$ cat config.mk
export PLATFORM = sky130hd
export DESIGN_NAME = pipe_stage_skid
export DESIGN_NICKNAME = d
export VERILOG_FILES = /design/src/rtl/pipe_pkg.sv /design/src/rtl/pipe_sat_ctr.sv /design/src/rtl/pipe_stage_skid.sv
export SDC_FILE = /design/constraint.sdc
export NUM_CORES = 1
export LEC_CHECK = 0
export CORE_ASPECT_RATIO = 0.75
export CORE_MARGIN = 2
export CORE_UTILIZATION = 54
export CTS_BUF_LIST = sky130_fd_sc_hd__clkbuf_2
export DETAILED_ROUTE_END_ITERATION = 8
export GPL_TIMING_DRIVEN = 0
export PLACE_DENSITY = 0.92
export SLEW_MARGIN = 30
export SYNTH_ARGS = -nofsm -noshare
export SYNTH_HDL_FRONTEND = slang
export SYNTH_SLANG_ARGS = --single-unit
$ cat constraint.sdc
create_clock -name clk -period 2.2 [get_ports clk]
set_input_delay 0.44 -clock clk [delete_from_list [all_inputs] [get_ports clk]]
set_output_delay 0.44 -clock clk [all_outputs]
set_load 0.02 [all_outputs]
$ cat src/rtl/pipe_pkg.sv
`default_nettype none
// ============================================================================
// Module : pipe_pkg
// Brief  : Shared types and default widths for the skid-buffered pipeline stage.
// Rev    : 1.0 - initial release
// ============================================================================
package pipe_pkg;

  typedef enum logic [1:0] {
    EMPTY = 2'd0,
    ONE   = 2'd1,
    FULL  = 2'd2
  } skid_state_t;

  localparam int PIPE_DATA_W = 128;
  localparam int PIPE_CTRL_W = 16;
  localparam int PIPE_STAT_W = 16;

endpackage
`default_nettype wire

$ cat src/rtl/pipe_sat_ctr.sv
`default_nettype none
// ============================================================================
// Module : pipe_sat_ctr
// Brief  : Saturating event counter; sticks at all-ones, cleared only by rst_n.
// Rev    : 1.0 - initial release
// ============================================================================
module pipe_sat_ctr
  import pipe_pkg::*;
#(
  parameter int STAT_W = PIPE_STAT_W
) (
  input  logic              clk,
  input  logic              rst_n,
  input  logic              inc,
  output logic [STAT_W-1:0] cnt
);

  localparam logic [STAT_W-1:0] C_MAX = {STAT_W{1'b1}};
  localparam logic [STAT_W-1:0] C_ONE = {{(STAT_W-1){1'b0}}, 1'b1};

  logic [STAT_W-1:0] r_cnt;

  always_ff @(posedge clk or negedge rst_n) begin
    if (!rst_n) begin
      r_cnt <= '0;
    end else if (inc && (r_cnt != C_MAX)) begin
      r_cnt <= r_cnt + C_ONE;
    end
  end

  assign cnt = r_cnt;

endmodule
`default_nettype wire

$ cat src/rtl/pipe_stage_skid.sv
`default_nettype none
// ============================================================================
// Module : pipe_stage_skid
// Brief  : Pipeline stage register with valid/ready handshake, 2-entry skid
//          buffer, flush and halt. Optional statistics counters are built
//          when PIPE_STATS_EN is defined.
// Rev    : 1.0 - initial release
// ============================================================================
module pipe_stage_skid
  import pipe_pkg::*;
#(
  parameter int DATA_W = PIPE_DATA_W,
  parameter int CTRL_W = PIPE_CTRL_W
`ifdef PIPE_STATS_EN
  ,
  parameter int STAT_W = PIPE_STAT_W
`endif
) (
  input  logic              clk,
  input  logic              rst_n,
  input  logic              flush,
  input  logic              hlt,
  input  logic              in_valid,
  output logic              in_ready,
  input  logic [DATA_W-1:0] in_data,
  input  logic [CTRL_W-1:0] in_ctrl,
  output logic              out_valid,
  input  logic              out_ready,
  output logic [DATA_W-1:0] out_data,
  output logic [CTRL_W-1:0] out_ctrl
`ifdef PIPE_STATS_EN
  ,
  output logic [STAT_W-1:0] stall_cnt,
  output logic [STAT_W-1:0] bubble_cnt
`endif
);

  skid_state_t       r_state,     w_state_nxt;
  logic [DATA_W-1:0] r_head_data, w_head_data_nxt;
  logic [CTRL_W-1:0] r_head_ctrl, w_head_ctrl_nxt;
  logic [DATA_W-1:0] r_skid_data, w_skid_data_nxt;
  logic [CTRL_W-1:0] r_skid_ctrl, w_skid_ctrl_nxt;
  logic              w_head_valid;
  logic              w_push;
  logic              w_pop;

  // Ready depends only on registered state plus hlt/flush, so no ready chain forms.
  assign w_head_valid = (r_state != EMPTY);
  assign in_ready     = (r_state != FULL) && !hlt && !flush;
  assign out_valid    = w_head_valid && !hlt;
  assign w_push       = in_valid && in_ready;
  assign w_pop        = out_valid && out_ready && !flush;

  always_comb begin
    w_state_nxt     = r_state;
    w_head_data_nxt = r_head_data;
    w_head_ctrl_nxt = r_head_ctrl;
    w_skid_data_nxt = r_skid_data;
    w_skid_ctrl_nxt = r_skid_ctrl;
    if (flush) begin
      w_state_nxt     = EMPTY;
      w_head_data_nxt = '0;
      w_head_ctrl_nxt = '0;
      w_skid_data_nxt = '0;
      w_skid_ctrl_nxt = '0;
    end else begin
      // hlt already forces push and pop low, so every branch below holds.
      case (r_state)
        EMPTY: begin
          if (w_push) begin
            w_state_nxt     = ONE;
            w_head_data_nxt = in_data;
            w_head_ctrl_nxt = in_ctrl;
          end
        end
        ONE: begin
          if (w_push && w_pop) begin
            w_head_data_nxt = in_data;
            w_head_ctrl_nxt = in_ctrl;
          end else if (w_push) begin
            w_state_nxt     = FULL;
            w_skid_data_nxt = in_data;
            w_skid_ctrl_nxt = in_ctrl;
          end else if (w_pop) begin
            w_state_nxt = EMPTY;
          end
        end
        FULL: begin
          if (w_pop) begin
            w_state_nxt     = ONE;
            w_head_data_nxt = r_skid_data;
            w_head_ctrl_nxt = r_skid_ctrl;
          end
        end
        default: begin
          w_state_nxt = EMPTY;
        end
      endcase
    end
  end

  always_ff @(posedge clk or negedge rst_n) begin
    if (!rst_n) begin
      r_state     <= EMPTY;
      r_head_data <= '0;
      r_head_ctrl <= '0;
      r_skid_data <= '0;
      r_skid_ctrl <= '0;
    end else begin
      r_state     <= w_state_nxt;
      r_head_data <= w_head_data_nxt;
      r_head_ctrl <= w_head_ctrl_nxt;
      r_skid_data <= w_skid_data_nxt;
      r_skid_ctrl <= w_skid_ctrl_nxt;
    end
  end

  // An empty head reads as a no-op downstream.
  assign out_data = w_head_valid ? r_head_data : '0;
  assign out_ctrl = w_head_valid ? r_head_ctrl : '0;

`ifdef PIPE_STATS_EN
  pipe_sat_ctr #(
    .STAT_W (STAT_W)
  ) u_stall_ctr (
    .clk   (clk),
    .rst_n (rst_n),
    .inc   (out_valid && !out_ready),
    .cnt   (stall_cnt)
  );

  pipe_sat_ctr #(
    .STAT_W (STAT_W)
  ) u_bubble_ctr (
    .clk   (clk),
    .rst_n (rst_n),
    .inc   (!w_head_valid && !hlt),
    .cnt   (bubble_cnt)
  );
`endif

endmodule
`default_nettype wire
==> out/metrics.yaml <==
dieArea_um2: 29410
drt_iter0_markers: 1546
cp_max_fo: 5
fillers: 1950
drc: 0
cts-root-buf: "clkbuf_2"
setup_tns_ps: -58840
switching_share_pct: 30.77
clkPwrFrac_pct: 33.4
clockBufferDepth: 3
crit_path_start: "r_state[1]"
crit_path_end: "out_data[83]"
grt_max_degree: 89
ys_warn_count: 0
grt_first_pass_wirelength_um: 75620
syn_nets: 1786
reg2reg_to: "r_skid_data[90]"
die_x_um: 197.4
p_switching_mw: 3.400
clock.fmax_ghz: 0.3764
wl_um: 50090
path_clk_slew_ps: 100
rows: 53
numPortBuffers: 294
syn_inst: 1636
viasPerCell: 6.071
relSlewSlack_pct: 44.12
drive_gt1_share_pct: 20.26
fin_crit_sh_pct: 120.8
power_mw: 11.05
clock-sinks: 290
cts_buffers: 74
core_area_um2: 27790
tightest_slew_ps: 838.3
fin_hold_ws_ps: 87.81
end_kind: "primary output"
crit_arrival_ps: 2220
multiInputGateArea_um2: 7393
die_h_um: 149.0
peakVddDrop_mv: 0.3040
status: "complete, but fails checks"
rsz0062_at_grt: "true"
syn-cell-area_um2: 15140
r2r_cells: 9
clk_latency_ps: 950
synth_seq_area_share_pct: 47.93
drv_slew: 0
powerDensity_nw_per_um2: 557.3
antenna_found_initial: 5
r2r_slack_ps: -10
layout_common_cells: "288 x dfrtp_1, 285 x nand2_1, 258 x nor2b_1"
p_leak_nw: 9.466
cts_tree: "built"
skew_ps: 90.24
pwr-share-seq_pct: 50.3
initial_utilization_pct: 54.49
seqCellArea_um2: 7259
setup_viol: 151
start_kind: "flop"
hold_path_class: "in -> reg"
crit_required_ps: 1760
setup_ws_ps: -457.0
syn2layout_area_growth_pct: 30.94
dr.pass1.iters: 6
p_int_mw: 7.649
layout_min_cycle_time_ps: 2657
fin_cells: 2441
dpl.hpwl_um: 33760
layout_commonest_cell: "dfrtp_1"
synth_cell_types: 25
r2r_start: "r_state[1]"
dp.cells: 2290
critPathKind: "reg -> out"
cap_viol_max_count: 0
h-tree-depth: 3
synth_area_per_cell_um2: 9.255
combPwrFrac_pct: 16.3
ys_ff_latch: 290
ios: 296
final_antenna_net_count: 0
nets: 2182
place_area_um2: 18620
fin_area_um2: 19830
gp_congestion: 0.8959
num_vias: 14820
grt_pass1_vias: 14320
hold_violations: 0
overflow: 0
violations: "negative setup slack"
track_usage_pct: 32.62
hp-start: "in_data[97]"
holdPathStages: 3
wl_per_cell_um: 20.52
-- cell type report --
type	instances	area share [%]
well taps	357	2.253
inverters	1	0.01893
clock buffers	107	2.701
multi-input cells	1170	37.29
clock inverters	15	0.4418
diodes	6	0.07573
plain buffers	167	5.535
flip-flops and latches	290	36.62
repair buffers	328	15.06
-- cells in the mapped netlist (all sizes together) --
cell | count | area share, %
a211oi | 1 | 0.050
a22o | 1 | 0.058
nor2b | 288 | 12
or4 | 1 | 0.050
clkbuf | 127 | 3.1
nor2 | 4 | 0.099
nand3b | 1 | 0.050
mux2i | 144 | 9.5
nand2 | 288 | 7.1
a22oi | 1 | 0.050
dfrtp | 290 | 48
buf | 48 | 1.6
o41ai | 144 | 8.3
nor4 | 1 | 0.14
nand2b | 2 | 0.083
a31oi | 1 | 0.083
inv | 1 | 0.025
o21ai | 145 | 4.8
a21oi | 144 | 4.8
nor3b | 1 | 0.050
and3b | 1 | 0.058
mux2 | 1 | 0.074
o21bai | 1 | 0.050
-- metal layers --
layer	wire length [µm]	track usage, %	part of all wire (%)	vias to the layer above
met1	20980	45.25	42	7190
met2	22780	49.37	45	910
met4	2180	16.20	4.4	0
met3	4161	6.263	8.3	176
met5	0	0	0	-
li1	-	-	-	6543
-- cells by family (layout without fill, tap and decap cells) --
kind of cell / Yosys count / after routing / share of synthesized area [%]
buffers and inverters: 176 / 618 / 4.735
AND/OR/NAND/NOR: 587 / 587 / 19.57
multiplexers: 145 / 145 / 9.594
other: 0 / 6 / 0
AO/OA/AOI/OAI: 438 / 438 / 18.17
flip-flops: 290 / 290 / 47.93
-- worst max-delay path: stages (launching register included) --
cell	delay (ps)
dfrtp_2	430
nor2_4	200
buf_12	150
clkbuf_16	160
clkbuf_16	160
nor2b_1	50
buf_4	150
-- registers in the layout, summed over array words and instances, names as in the netlist --
| name | count |
|---|---|
| r_head_ctrl | 16 |
| r_head_data | 128 |
| r_skid_ctrl | 16 |
| r_skid_data | 128 |
| r_state | 2 |
-- worst min-delay path by stage --
| stage | to |
|---|---|
| 6_report | r_skid_data[97] |
| 5_1_grt | r_skid_data[106] |
| 4_1_cts | r_skid_ctrl[10] |
| 3_5_place_dp | r_skid_data[46] |
| 3_3_place_gp | r_skid_data[19] |
| 2_1_floorplan | r_head_ctrl[0] |
-- per-stage QoR --
step | worst slack, ps | utilization, %
floorplan | 63.54 | -
global placement | -11490 | 66.69
detailed placement | -1598 | 67.01
CTS | -465.6 | 69.07
global route | -508.6 | 71.35
finish | -457.0 | 71.35
-- power groups by stage --
stage	combinational, mW	sequential [mW]	clock [mW]
floorplan	0.751	5.62	0
CTS	1.68	5.55	3.68
global placement	1.50	5.65	0
global route	1.91	5.57	3.97
finish	1.80	5.56	3.70
detailed placement	1.56	5.65	0
-- timing repair --
action	in CTS	in global routing
gates resized for setup	747	186
hold buffers	1	0
hold endpoints to repair	122	0
cloned	4	6
pin swaps	2	2
setup buffers	9	13
endpoints found under the setup margin	355	373
(Power assumes the default switching activity.)
